===== config.mk =====
export PLATFORM = sky130hd
export DESIGN_NAME = cargador_memoria
export DESIGN_NICKNAME = d
export VERILOG_FILES = /design/src/rtl/cargador_memoria.sv
export SDC_FILE = /design/constraint.sdc
export NUM_CORES = 1
export LEC_CHECK = 0
export BUFFER_PORTS_ARGS = -buffer_cell sky130_fd_sc_hd__buf_2
export CAP_MARGIN = 0
export CORE_MARGIN = 4
export CORE_UTILIZATION = 54
export CTS_CLUSTER_SIZE = 40
export DETAILED_ROUTE_END_ITERATION = 16
export PLACE_DENSITY = 0.86
export RECOVER_POWER = 25
export SLEW_MARGIN = 20
export SYNTH_ARGS = -nofsm -noshare
export SYNTH_HDL_FRONTEND = slang
export SYNTH_SLANG_ARGS = --single-unit

===== constraint.sdc =====
create_clock -name clk -period 4.8 [get_ports clk]
set_input_delay 1.2 -clock clk [delete_from_list [all_inputs] [get_ports clk]]
set_output_delay 1.2 -clock clk [all_outputs]
set_load 0.05 [all_outputs]

===== src/rtl/cargador_memoria.sv =====
// -----------------------------------------------------------------------------
// cargador_memoria
//
// Purpose:
//   Loads one frame of FRAME_LEN bytes into a small memory. Each byte is taken
//   through a valid/ready handshake, then written on the following cycle with
//   a one-cycle write strobe. At the end of a frame, the block can raise a
//   one-cycle bank-clone request. It then pulses done and counts the frame.
//   A frame in progress can be cancelled with abort. Cancelling discards the
//   rest of the frame. Bytes already written are left in memory.
//
// Parameters:
//   FRAME_LEN   bytes per frame, 1..16
//   CLONE_CODE  value driven on flags during the clone request
//   CLONE_EN    1: issue the clone request at end of frame, 0: skip it
//
// Ports:
//   clk         single clock, rising edge
//   reset       asynchronous, active-low reset of all state
//   start       one-cycle request to begin a frame (honoured only in IDLE)
//   abort       synchronous cancel of the frame in progress
//   byte_in     incoming data byte
//   byte_valid  byte_in is valid this cycle
//   byte_ready  block accepts a byte this cycle (WAIT_BYTE only)
//   ADD         memory write address (held outside WRITE)
//   DAT         memory write data (held outside WRITE)
//   w           memory write strobe, one cycle per byte
//   flags       CLONE_CODE for one cycle during the clone request, else 0
//   busy        high in every state except IDLE
//   done        one-cycle pulse when a frame completes normally
//   frame_cnt   completed-frame counter, wraps 255 -> 0
// -----------------------------------------------------------------------------
module cargador_memoria #(
    parameter int unsigned FRAME_LEN  = 15,
    parameter logic [2:0]  CLONE_CODE = 3'b001,
    parameter bit          CLONE_EN   = 1'b1
) (
    input  logic       clk,
    input  logic       reset,
    input  logic       start,
    input  logic       abort,
    input  logic [7:0] byte_in,
    input  logic       byte_valid,
    output logic       byte_ready,
    output logic [3:0] ADD,
    output logic [7:0] DAT,
    output logic       w,
    output logic [2:0] flags,
    output logic       busy,
    output logic       done,
    output logic [7:0] frame_cnt
);

    typedef enum logic [2:0] {
        IDLE,
        WAIT_BYTE,
        WRITE,
        CLONE,
        DONE
    } state_t;

    // Index of the last byte in a frame. The index is 4 bits wide, so it can
    // address all 16 slots when FRAME_LEN = 16.
    localparam logic [3:0] LAST_IDX = 4'(FRAME_LEN - 1);

    state_t     state;
    state_t     state_nxt;
    logic [3:0] idx;
    logic       last_byte;

    assign last_byte = (idx == LAST_IDX);

    // Next-state decision. Abort overrides every other input outside IDLE.
    // In IDLE, abort also masks start, so "start + abort" has no effect.
    always_comb begin
        state_nxt = state;
        if (abort && (state != IDLE)) begin
            state_nxt = IDLE;
        end else begin
            case (state)
                IDLE:      if (start && !abort) state_nxt = WAIT_BYTE;
                WAIT_BYTE: if (byte_valid)      state_nxt = WRITE;
                WRITE: begin
                    if (!last_byte)    state_nxt = WAIT_BYTE;
                    else if (CLONE_EN) state_nxt = CLONE;
                    else               state_nxt = DONE;
                end
                CLONE:     state_nxt = DONE;
                DONE:      state_nxt = IDLE;
                default:   state_nxt = IDLE;
            endcase
        end
    end

    // State and registered outputs. Every output is derived from the state
    // being entered. Its value is therefore valid for the whole cycle spent
    // in that state, with no combinational path from the inputs.
    always_ff @(posedge clk or negedge reset) begin
        if (!reset) begin
            state      <= IDLE;
            idx        <= '0;
            ADD        <= '0;
            DAT        <= '0;
            w          <= 1'b0;
            flags      <= '0;
            byte_ready <= 1'b0;
            busy       <= 1'b0;
            done       <= 1'b0;
            frame_cnt  <= '0;
        end else begin
            state      <= state_nxt;
            byte_ready <= (state_nxt == WAIT_BYTE);
            busy       <= (state_nxt != IDLE);
            w          <= (state_nxt == WRITE);
            flags      <= (state_nxt == CLONE) ? CLONE_CODE : 3'b000;
            done       <= (state_nxt == DONE);

            // A new frame always starts writing at slot 0.
            if ((state == IDLE) && (state_nxt == WAIT_BYTE))
                idx <= '0;

            // Capture the byte and its slot on the handshake. Both values
            // stay unchanged until the next accepted byte.
            if ((state == WAIT_BYTE) && (state_nxt == WRITE)) begin
                ADD <= idx;
                DAT <= byte_in;
            end

            // Advance only when another byte of this frame is expected. The
            // last slot never increments, so idx stays at or below LAST_IDX.
            if ((state == WRITE) && (state_nxt == WAIT_BYTE))
                idx <= idx + 4'd1;

            // DONE can be entered only from WRITE or CLONE, so this fires
            // once per completed frame. frame_cnt wraps naturally at 8 bits.
            if (state_nxt == DONE)
                frame_cnt <= frame_cnt + 8'd1;
        end
    end

endmodule


==> metrics.cfg <==
[status]
outcome = complete, but fails checks
violations = capacitance limit, slew limit

[clock_tree]
cts.clk_slew.worst_paths_ps = 90
root_buffer = clkbuf_4
cts.path.max_buffers = 2
clk-insertion-delay-late_ps = 320
cts_hold_buf = 0
cts_sinks = 32
cts_inserted_buffers = 5
cts_resized = 0
cts_max_level = 2
cts_tree = yes
cts_post_setup_buffers_inserted = 0

[drt]
drt_wl_total_um = 2720
drt-initial-drc-count = 19
drc_errors = 0
wl_per_cell_um = 15.6
vias = 963
drtPass1Iterations = 4
antenna_left = 0
viasPerCell = 5.50

[sta]
rsz0062_at_grt = false
setup_viol = 0
fin_crit_ps = 2740
slew_violations = 33
setup_tns_ps = 0
finalWorstSetupSlack_ps = 2060
relSlewSlack_pct = -5.89
finalCritPeriodShare_pct = 57.0
fmax_ghz = 0.366
hold_viol = 0
tightestPinTransition_ps = 1590
finClkSkew_ps = 5.46

[floorplan]
core_area_sq_um = 2300
io_pins = 40
fp.dieW_um = 58.1
die_y_um = 58.1
dieArea_sq_um = 3380
start_util_pct = 59.0
fp-row-count = 17

[synth]
ys_top_cells_by_count = dfrtp_1, mux2_2, inv_1
syn_area_sq_um = 1360
ys.warnings.count = 0
synth-seq-cells = 32
yosysMostFrequentCell = dfrtp_1
ys_types = 32
syn-instance-count = 106
synth_area_per_cell_sq_um = 12.8
synth_top_area_share_pct = 59.1
synth_flop_cell = dfrtp_1
synth_seq_area_share_pct = 59.1
synth_edf_count = 0
synth_area_leaders = dfrtp_1, mux2_2, xnor2_1
async_reset_ff_share_pct = 100
yosys.area.top_type = dfrtp_1

[critical_path]
worstPathArrival_ps = 3000
r2r_cells = 5
end_kind = flip-flop
crit_path_frequent_cell = a211o_1
r2r_slack_ps = 2500
required_ps = 5060
max_stage_delay_ps = 520
crit_type = in2reg
reg2reg_to = idx[3]$_DFFE_PN0P_
slowest_stage = or4_1
cp_cell_sequence = buf_2 -> or3b_1 -> a211o_1 -> a211o_1 -> or4_1 -> nand3_1
start_kind = primary input
crit_fanout = 8
reg2reg_from = state[1]$_DFF_PN0_

[global_routing]
first_global_vias = 1045
grt_remaining_overflow = 0
grt_usage_pct = 18.3
grt_antenna_before_repair = 0
grt_pass1_wl_um = 4500
grt_max_degree = 33

[run]
maxCapViolations = 1

[final_layout]
syn_to_final_growth_pct = 19.1
n_fill_cell = 165
utilization_pct = 70.3
final_area_sq_um = 1610
drive_above_1_share_pct = 41.5
diodes = 0
fin_nets = 163

[min_path]
holdPathEnd = frame_cnt[7]$_DFFE_PN0P_
hold_path.class = reg2reg
whs_path_depth = 1
worstHoldStart = frame_cnt[7]$_DFFE_PN0P_

[place]
gp_congestion = 0.802
io_buffers = 37
placed_area_sq_um = 1550
dp_hpwl_um = 2000
dp_slack_ps = 1590

[pwr]
leakage_nw = 0.853
vdd_drop_max_v = 0.000368
powerDensity_nw_per_um2 = 503

==> layout by cell type, fill, tap and decap left out <==
| cell type | instances |
|---|---|
| buf_2 | 35 |
| dfrtp_1 | 32 |
| mux2_2 | 13 |
| inv_1 | 8 |
| nand3_1 | 6 |
| nand2_1 | 5 |
| xnor2_1 | 5 |
| clkbuf_4 | 5 |
| ha_1 | 3 |
| a211o_1 | 2 |
| o21ai_0 | 2 |
| nor3_1 | 2 |
| nor2_1 | 2 |
| or3_1 | 2 |
| xor2_1 | 2 |
| nand4_1 | 2 |
| conb_1 | 2 |
| clkbuf_8 | 2 |
| clkbuf_1 | 2 |
| or3b_1 | 1 |
| o21bai_2 | 1 |
| and4b_2 | 1 |
| and4bb_2 | 1 |
| a31o_2 | 1 |
| nand2b_1 | 1 |
| a21oi_1 | 1 |
| o221ai_1 | 1 |
| a21oi_2 | 1 |
| and2b_2 | 1 |
| and4_1 | 1 |
| o41ai_1 | 1 |
| o31ai_1 | 1 |
| and3_1 | 1 |
| or4_1 | 1 |
==> power breakdown <==
part / switching [mW] / internal [mW] / leakage [nW]
sequential: 0.0341 / 0.317 / 0.423
clock: 0.0813 / 0.0830 / 0.0374
combinational: 0.220 / 0.0759 / 0.393
==> cell type report <==
cell class / count / area [sq um] / area share (%)
repair buffers: 37 / 183 / 11.3
multi-input cells: 63 / 500 / 31.0
well taps: 28 / 35.0 / 2.17
inverters: 8 / 30.0 / 1.86
flip-flops and latches: 32 / 801 / 49.6
clock buffers: 7 / 65.1 / 4.03
==> worst max-delay path by stage <==
stage / end / slack [ps] / start
after floorplan: idx[3]$_DFFE_PN0P_ / 1990 / byte_valid
after global placement: DAT[2]$_DFFE_PN0P_ / 1700 / byte_valid
after detailed placement: DAT[1]$_DFFE_PN0P_ / 1590 / abort
after CTS: DAT[1]$_DFFE_PN0P_ / 1910 / abort
after global routing: idx[3]$_DFFE_PN0P_ / 2040 / byte_valid
final: idx[3]$_DFFE_PN0P_ / 2060 / byte_valid
==> logic make-up (layout without fill, tap and decap cells) <==
group           count (synthesis)  after routing  share of synthesized area, %
flops                          32             32                          59.1
simple gates                   27             27                          11.9
buf+inv                        12             52                          4.52
fa+ha+maj                       3              3                          2.77
compound gates                 11             11                          6.09
other cells                     1              2                         0.277
xor+xnor                        7              7                          4.52
mux                            13             13                          10.8
==> state kept, by name, indices dropped and copies added (netlist names) <==
name        count
w               1
busy            1
state           3
idx             4
byte_ready      1
DAT             8
flags           1
ADD             4
frame_cnt       8
done            1
==> worst max-delay path: cells and delay by family <==
| family | cells | cell delay (ps) |
|---|---|---|
| simple gates | 3 | 1000 |
| compound gates | 2 | 700 |
| buf+inv | 1 | 100 |
==> layer usage <==
metal	global-route usage [%]	wire [um]	up-vias	part of all wire [%]
met2	28.9	1380	48	51
li1	-	-	445	-
met4	11.9	63	0	2.3
met3	6.68	261	6	9.6
met5	0	0	-	0
met1	20.8	1020	464	37
==> through the flow <==
step / power, mW / hold WS (ps) / std cells
floorplan: 0.575 / 508 / 107
global placement: 0.639 / 456 / 168
detailed placement: 0.653 / 470 / 168
CTS: 0.818 / 483 / 175
global route: 0.850 / 501 / 175
finish: 0.812 / 479 / 175
(Power assumes the default switching activity.)
